[src/rtl/fib_pkg.sv]
// -----------------------------------------------------------------------------
// fib_pkg
//   Shared definitions for the Fibonacci register-file master.
//   - state_t        : master FSM states
//   - DATA_W_DEF     : default register data width
//   - ADDR_W_DEF     : default register address width (32 entries)
//   - FIRST_FILL_IDX : first register written by a fill; reg[0] and reg[1]
//                      are the seeds provided by the register file
// -----------------------------------------------------------------------------
package fib_pkg;

  localparam int DATA_W_DEF     = 32;
  localparam int ADDR_W_DEF     = 5;
  localparam int FIRST_FILL_IDX = 2;

  typedef enum logic [2:0] {
    IDLE = 3'd0,
    HWR  = 3'd1,
    HRD  = 3'd2,
    FRD  = 3'd3,
    FWR  = 3'd4,
    DONE = 3'd5
  } state_t;

endpackage

[src/rtl/fib_adder.sv]
// -----------------------------------------------------------------------------
// fib_adder
//   Unsigned DATA_W-bit adder producing the next Fibonacci term.
//   The sum is formed at DATA_W+1 bits; carry reports the overflow bit.
//
//   Build option: FIB_SAT_EN
//     defined   : on carry-out, sum is clamped to all ones
//     undefined : sum wraps modulo 2^DATA_W
//
//   Ports
//     a, b   in  DATA_W  operands (register file read data)
//     sum    out DATA_W  result presented as register write data
//     carry  out 1       carry-out of the full-width add
// -----------------------------------------------------------------------------
module fib_adder
  import fib_pkg::*;
#(
  parameter int DATA_W = DATA_W_DEF
) (
  input  logic [DATA_W-1:0] a,
  input  logic [DATA_W-1:0] b,
  output logic [DATA_W-1:0] sum,
  output logic              carry
);

  logic [DATA_W:0] raw_sum;

  assign raw_sum = {1'b0, a} + {1'b0, b};
  assign carry   = raw_sum[DATA_W];

`ifdef FIB_SAT_EN
  function automatic logic [DATA_W-1:0] sat_word(input logic [DATA_W:0] s);
    logic [DATA_W-1:0] r;
    if (s[DATA_W]) r = '1;
    else           r = s[DATA_W-1:0];
    return r;
  endfunction

  assign sum = sat_word(raw_sum);
`else
  assign sum = raw_sum[DATA_W-1:0];
`endif

endmodule

[src/rtl/fib_regfile_master.sv]
// -----------------------------------------------------------------------------
// fib_regfile_master
//   Initiator for a 2-read/1-write register file. Fills
//   reg[i] = reg[i-2] + reg[i-1] for i = 2..n_last (two cycles per register:
//   FRD presents read addresses, FWR writes the sum), and offers a host
//   single-word write and a host readback while idle.
//
//   Build option: FIB_SAT_EN (saturating sum and sticky sat flag);
//   when undefined the sum wraps and sat is tied low.
//
//   Ports
//     clk, rst_n         clock, asynchronous active-low reset
//     start, n_last      begin a fill up to reg[n_last] (IDLE only)
//     wr_req/addr/data   host write (IDLE only)
//     rd_req, rd_addr    host readback (IDLE only)
//     rd_data, rd_valid  readback result, rd_valid pulses one cycle
//     busy               high whenever the FSM is not in IDLE
//     done               one-cycle pulse at end of a fill
//     last_value         value written to reg[n_last] by the last fill
//     sat                sticky saturation flag
//     r1_addr, r2_addr   register file read addresses (registered)
//     r3_addr, r3_din,
//     r3_wr              register file write port
//     r1_dout, r2_dout   register file read data (updated on negedge clk)
// -----------------------------------------------------------------------------
module fib_regfile_master
  import fib_pkg::*;
#(
  parameter int DATA_W = DATA_W_DEF,
  parameter int ADDR_W = ADDR_W_DEF
) (
  input  logic              clk,
  input  logic              rst_n,
  input  logic              start,
  input  logic [ADDR_W-1:0] n_last,
  input  logic              wr_req,
  input  logic [ADDR_W-1:0] wr_addr,
  input  logic [DATA_W-1:0] wr_data,
  input  logic              rd_req,
  input  logic [ADDR_W-1:0] rd_addr,
  output logic [DATA_W-1:0] rd_data,
  output logic              rd_valid,
  output logic              busy,
  output logic              done,
  output logic [DATA_W-1:0] last_value,
  output logic              sat,
  output logic [ADDR_W-1:0] r1_addr,
  output logic [ADDR_W-1:0] r2_addr,
  output logic [ADDR_W-1:0] r3_addr,
  output logic [DATA_W-1:0] r3_din,
  output logic              r3_wr,
  input  logic [DATA_W-1:0] r1_dout,
  input  logic [DATA_W-1:0] r2_dout
);

  localparam logic [ADDR_W-1:0] FIRST_IDX = ADDR_W'(FIRST_FILL_IDX);
  localparam logic [ADDR_W-1:0] SEED0_IDX = ADDR_W'(FIRST_FILL_IDX - 2);
  localparam logic [ADDR_W-1:0] SEED1_IDX = ADDR_W'(FIRST_FILL_IDX - 1);

  state_t            state;
  logic [ADDR_W-1:0] idx;
  logic [ADDR_W-1:0] n_last_q;
  logic [DATA_W-1:0] wr_data_q;
  logic [DATA_W-1:0] add_sum;
  logic              add_carry;
  logic              host_wr_accept;

  fib_adder #(
    .DATA_W (DATA_W)
  ) u_adder (
    .a     (r1_dout),
    .b     (r2_dout),
    .sum   (add_sum),
    .carry (add_carry)
  );

`ifdef FIB_SAT_EN
  logic sat_q;
  assign sat = sat_q;
`else
  logic add_carry_unused;
  assign add_carry_unused = add_carry;
  assign sat = 1'b0;
`endif

  // A host write is taken only when nothing of higher priority is pending.
  assign host_wr_accept = (state == IDLE) && !start && wr_req;

  // Write data source: adder during a fill, latched host word during HWR.
  // Forced to zero whenever no write is in progress.
  always_comb begin
    r3_din = '0;
    if (r3_wr) begin
      if (state == FWR) r3_din = add_sum;
      else              r3_din = wr_data_q;
    end
  end

  // Host write data is only consumed in HWR, so it needs no reset.
  always_ff @(posedge clk) begin
    if (host_wr_accept) wr_data_q <= wr_data;
  end

  always_ff @(posedge clk or negedge rst_n) begin
    if (!rst_n) begin
      state      <= IDLE;
      idx        <= '0;
      n_last_q   <= '0;
      busy       <= 1'b0;
      done       <= 1'b0;
      rd_valid   <= 1'b0;
      rd_data    <= '0;
      last_value <= '0;
      r1_addr    <= '0;
      r2_addr    <= '0;
      r3_addr    <= '0;
      r3_wr      <= 1'b0;
`ifdef FIB_SAT_EN
      sat_q      <= 1'b0;
`endif
    end else begin
      done     <= 1'b0;
      rd_valid <= 1'b0;
      case (state)
        IDLE: begin
          if (start) begin
            busy <= 1'b1;
`ifdef FIB_SAT_EN
            sat_q <= 1'b0;
`endif
            if (n_last < FIRST_IDX) begin
              // Nothing to fill: the seeds already cover reg[0..n_last].
              done  <= 1'b1;
              state <= DONE;
            end else begin
              n_last_q <= n_last;
              idx      <= FIRST_IDX;
              r1_addr  <= SEED0_IDX;
              r2_addr  <= SEED1_IDX;
              r3_wr    <= 1'b0;
              state    <= FRD;
            end
          end else if (wr_req) begin
            busy    <= 1'b1;
            r3_addr <= wr_addr;
            r3_wr   <= 1'b1;
            state   <= HWR;
          end else if (rd_req) begin
            busy    <= 1'b1;
            r1_addr <= rd_addr;
            state   <= HRD;
          end
        end
        HWR: begin
          r3_wr <= 1'b0;
          busy  <= 1'b0;
          state <= IDLE;
        end
        HRD: begin
          // r1_dout was refreshed on the negedge inside HRD.
          rd_data  <= r1_dout;
          rd_valid <= 1'b1;
          busy     <= 1'b0;
          state    <= IDLE;
        end
        FRD: begin
          r3_addr <= idx;
          r3_wr   <= 1'b1;
          state   <= FWR;
        end
        FWR: begin
          r3_wr <= 1'b0;
`ifdef FIB_SAT_EN
          if (add_carry) sat_q <= 1'b1;
`endif
          if (idx == n_last_q) begin
            last_value <= add_sum;
            done       <= 1'b1;
            state      <= DONE;
          end else begin
            // Next term reads the two most recent registers; reg[idx] is
            // written at this edge, ahead of the negedge read capture.
            r1_addr <= idx - 1'b1;
            r2_addr <= idx;
            idx     <= idx + 1'b1;
            state   <= FRD;
          end
        end
        DONE: begin
          busy  <= 1'b0;
          state <= IDLE;
        end
        default: begin
          busy  <= 1'b0;
          r3_wr <= 1'b0;
          state <= IDLE;
        end
      endcase
    end
  end

endmodule

[config.mk]
export PLATFORM = sky130hd
export DESIGN_NAME = fib_regfile_master
export DESIGN_NICKNAME = d
export VERILOG_FILES = /design/src/rtl/fib_pkg.sv /design/src/rtl/fib_adder.sv /design/src/rtl/fib_regfile_master.sv
export SDC_FILE = /design/constraint.sdc
export NUM_CORES = 1
export LEC_CHECK = 0
export CAP_MARGIN = 5
export CELL_PAD_IN_SITES_DETAIL_PLACEMENT = 1
export CELL_PAD_IN_SITES_GLOBAL_PLACEMENT = 1
export CORE_MARGIN = 2
export CORE_UTILIZATION = 36
export CTS_BUF_LIST = sky130_fd_sc_hd__clkbuf_8 sky130_fd_sc_hd__clkbuf_16
export CTS_CLUSTER_SIZE = 25
export DETAILED_ROUTE_END_ITERATION = 7
export GPL_TIMING_DRIVEN = 0
export HOLD_SLACK_MARGIN = 0.1
export MAX_ROUTING_LAYER = met4
export PLACE_DENSITY = 0.86
export SLEW_MARGIN = 20
export SYNTH_ARGS = -nofsm -noshare
export SYNTH_HDL_FRONTEND = slang
export SYNTH_HIERARCHICAL = 1
export SYNTH_SLANG_ARGS = --single-unit
[constraint.sdc]
create_clock -name clk -period 4.35 [get_ports clk]
set_input_delay 0.87 -clock clk [delete_from_list [all_inputs] [get_ports clk]]
set_output_delay 0.87 -clock clk [all_outputs]
set_load 0.01 [all_outputs]
# After elaboration in Yosys (flattened, before gate mapping)
# Cells that the tools add are included.
# totals
reg_bits	128
inputBits	116
out_inout_bits	116
elab_cells	88
# classes
addsub	3
magnitude_cmp	1
n_eq_ne	15
mux	38
bitwise_logic	3
n_reduce_logical	15
# ops
cell	n
5-bit two-way mux	13
32-bit two-way mux	2
5-bit one-hot mux with 2 select lines	4
32-bit adder	1
3-bit two-way mux	5
3-bit inequality test (second input constant)	4
1-bit two-way mux	10
2-bit inequality test (second input constant)	5
3-bit one-hot mux with 3 select lines	1
3-bit AND reduction	3
3-bit by 2-bit == test with 1-bit output (second input constant)	2
3-bit == test (second input constant)	2
5-bit by 1-bit adder with 5-bit output (second input constant)	1
5-bit == test	1
5-bit by 2-bit < comparator with 1-bit output (second input constant)	1
5-bit AND reduction	1
5-bit by 1-bit subtractor with 5-bit output (second input constant)	1
4-bit inequality test (second input constant)	1
1-bit one-hot mux with 2 select lines	2
2-bit AND reduction	2
4-bit AND reduction	1
2-bit nonzero test	2
2-bit OR reduction	2
3-bit zero test	1
other kinds (4)	7

# Depth between registers and ports, before layout
# depth
ltp_word	4
depth_mapped	10
mapped_depth_nobuf	10

# By module
# The synthesis kept the hierarchy.
# modules_own_cells
module	instances	cells_each	area_per_inst_um2	seq_area_each_um2
fib_regfile_master	1	433	5671.7	3363.2
fib_adder	1	272	1926.8	0.0

# Worst setup path after synthesis
# No wires, ideal clock.
# synth_path
path_kind	in2out
start	input port r1_dout[19]
end	output port r3_din[29]
t_arrival_ns	3.038
required_ns	3.480
slack_ns	0.442
stages	10
n_path_buf	1
cell_sequence	ha_1 buf_6 a21o_1 or2_1 or3_4 o32ai_4 o211ai_2 xor2_1 nand2_1 a21boi_0
# synth_via
elab_chain_cells	3
# synth_rtl
item	line	source
start, declared	fib_regfile_master.sv:52	input logic [DATA_W-1:0] r1_dout,
32-bit adder	fib_adder.sv:28	assign raw_sum = {1'b0, a} + {1'b0, b};
net add_sum[29]	fib_regfile_master.sv:64	logic [DATA_W-1:0] add_sum;
32-bit two-way mux	fib_regfile_master.sv:94	if (state == FWR) r3_din = add_sum;
32-bit two-way mux	fib_regfile_master.sv:93	if (r3_wr) begin
end, declared	fib_regfile_master.sv:50	output logic [DATA_W-1:0] r3_din,
# The timed path passes the listed nets, and every way through them passes these cells.

# Final worst setup path
# layout_path
start	input port r2_dout[7]
end	output port r3_din[17]
# layout_via
elab_chain_cells	3
# layout_rtl
item	line	source
start, declared	fib_regfile_master.sv:53	input logic [DATA_W-1:0] r2_dout
32-bit adder	fib_adder.sv:28	
net add_sum[17]	fib_regfile_master.sv:64	
32-bit two-way mux	fib_regfile_master.sv:94	
32-bit two-way mux	fib_regfile_master.sv:93	
# The timed path passes the listed nets, and every way through them passes these cells.

==> metrics.md <==
| Metric | Value |
|---|---|
| Status | `finished with violations` |
| Failing checks | `negative setup slack` |
| Clk Latency, worst-skew pair | `430 ps` |
| Die H | `roughly 150 µm` |
| GRT overflow | `0` |
| Clock Tree Buf Depth | `2` |
| DRC violations left | `0` |
| Post-Syn Nets | `851` |
| Slew HR | `approximately a third` |
| Worst vdd ir | `approximately 0.00026 V` |
| Area of the multi-input gates | `0.00488 mm²` |
| Clk sinks | `between 100 and 150` |
| Remaining antenna violation count after routing | `0` |
| Class of the worst hold path | `in -> async` |
| Ports | `about 230` |
| Max Clock Skew | `13.4 ps` |
| Total Nets Final | `between 1000 and 1500` |
| WL/cell | `roughly 24 µm` |
| Final Power | `between 0.006 and 0.007 W` |
| PortBufs | `between 200 and 250` |
| Layout area overhead | `60.5%` |
| Netlist Area Pre-Place | `about 0.0076 mm²` |
| Setup WS post-layout | `-22.1 ps` |
| Routed wire length | `30.8 mm` |
| Placeable Area | `0.0208 mm²` |
| Crit Path Max Fanout | `6` |
| Final core occ | `between 50% and 60%` |
| Post-synthesis cell count | `700` |
| Critical Path AT | `around 3500 ps` |
| Setup WS pre-CTS | `-1040 ps` |
| Fin. max-slew vios | `0` |
| Final hold vios | `0` |
| Pwr dens | `roughly 580 mW/mm²` |
| Clk root buf | `clkbuf_16` |
| WS Path Type | `in -> out` |
| Hpwl dp | `18.9 mm` |
| Min Clock Period, post-route | `between 4000 and 5000 ps` |
| Die Area | `0.0222 mm²` |
| Leakage | `5.29 nW` |
| Unrepaired setup endpoints after global routing | `true` |
| Upper clock frequency limit | `around 0.23 GHz` |
| Final period utilization | `101%` |
| Vias in the first global route | `between 7000 and 8000` |
| Crit. End Element | `primary output` |
| First DRT Iteration DRCs | `302` |
| Cell Rows | `53` |
| Initial core utilization | `a little over a third` |
| Endpoints failing setup | `1` |
| Die X | `~150 µm` |
| Largest net degree at the start of global routing | `57` |
| Max-cap violations | `0` |
| CTS H-tree depth | `4` |
| Register area | `between 0.003 and 0.004 mm²` |
| GRT Overall Usage | `around 26%` |
| Initial DRT Pass Iterations | `5` |
| Syn avg cell area | `10.8 µm²` |
| Vias | `slightly above 7000` |
| Yosys Warn Count | `6` |
| Hold Slack | `359 ps` |
| CP required | `~3500 ps` |
| Clock-pin transition on the worst setup and hold timing paths | `approximately 60 ps` |
| Fill cell count | `between 2000 and 2500` |
| First-pass GRT wire length | `approximately 43 mm` |
| Vias/cell | `5.47` |
| Placer congestion estimate | `~0.88` |
| Share of post-route cells with drive strength above 1 | `approximately a third` |
| Total CTS buffers | `17` |
| Startpoint Class | `input port` |
| Initial antenna violation count | `2` |
| # hold bufs at CTS | `0` |
| CTS tree | `yes` |
| Slew @ Worst Pin | `979 ps` |
[what timing repair did]
action | 4_1_cts | 5_1_grt
pin swaps | 62 | 69
setup endpoints to repair | 26 | 22
setup buffers | 35 | 24
resized for setup | 223 | 131
[routing by layer]
layer  vias up  track usage [%]  wire [µm]  share of wire, %
li1       3154                -          -                 -
met1      3552             31.0      12600                41
met2       295             43.3      15600                51
met3        73             4.56       1520               4.9
met4         0             9.10       1040               3.4
met5         -                -          0                 0
[sequential cells by signal, indices dropped and copies added, names as in the netlist]
signal      cells
state           3
r3_addr         5
done            1
rd_data        32
busy            1
last_value     32
r2_addr         5
r1_addr         5
idx             5
r3_wr           1
rd_valid        1
n_last_q        5
wr_data_q      32
[layout make-up]
| type | count | share of cell area (%) |
|---|---|---|
| Antenna cell | 2 | 0.0412 |
| Buffer | 31 | 1.61 |
| Clock buffer | 18 | 3.71 |
| Clock inverter | 14 | 1.27 |
| Inverter | 14 | 0.432 |
| Multi-Input combinational cell | 522 | 40.1 |
| Sequential cell | 128 | 27.7 |
| Tap cell | 275 | 2.83 |
| Timing Repair Buffer | 290 | 22.3 |
[final timing paths]
| check | start | endpoint | slack [ps] | cells past startpoint |
|---|---|---|---|---|
| max | r2_dout[7] | r3_din[17] | -20 | 12 |
| min | rst_n | rd_data[16] | 360 | 1 |
| max reg2reg | state[0] | wr_data_q[14] | 1980 | 5 |
| min reg2reg | r2_addr[0] | r2_addr[0] | 490 | 1 |
| max in group asynchronous | rst_n | n_last_q[2] | 3330 | 2 |
| min in group clk | r2_addr[0] | r2_addr[0] | 490 | 1 |
[worst max-delay path, cell delays in order]
cell and delay [ps]:
clkdlybuf4s50_1 440, ha_4 330, nand4_1 180, a211o_1 310, buf_4 150, a21oi_4 190, buf_4 180, a31oi_4 120
xnor2_2 220, nand2_1 140, a21boi_2 210, clkbuf_2 160
[power by group]
part	internal, W	switching, W	leakage (nW)	total [W]
registers	0.00171	0.000293	1.45	0.00200
logic	0.00186	0.00163	3.54	0.00350
clock network	0.000888	0.000613	0.295	0.00150
total	0.00445	0.00254	5.29	0.00700
[placed cells by master (no fill, tap or decap), types with 4 or more instances in the layout]
cell type,count
a21oi_2,11
a21boi_2,6
edfxtp_1,32
a21oi_1,24
a21boi_0,18
inv_1,13
mux2_4,33
ha_4,26
xnor2_2,11
nand3b_1,5
nand3_1,17
mux2_2,39
xor2_1,7
nor3_1,6
o211ai_1,7
clkdlybuf4s50_1,161
nand2_1,89
a21boi_1,9
mux2i_1,12
clkbuf_2,14
a21oi_4,10
buf_4,56
clkbuf_1,12
nor2_1,28
buf_2,21
and2_1,6
ha_1,6
inv_6,5
buf_6,15
dlymetal6s2s_1,22
o21ai_0,18
xor2_2,4
a21o_1,16
dfrtp_1,96
dlygate4sd2_1,13
clkbuf_16,18
and3_1,4
xnor2_1,13
[through the flow]
stage | area (µm²) | cells | TNS (ps)
CTS | 11600 | 1268 | -209
finish | 12200 | 1294 | -22.1
floorplan | 7570 | 700 | 0
detailed placement | 10200 | 1206 | -16180
global route | 12200 | 1294 | -696
global placement | 10200 | 1205 | -147510
Power figures use the tool's default switching activity.
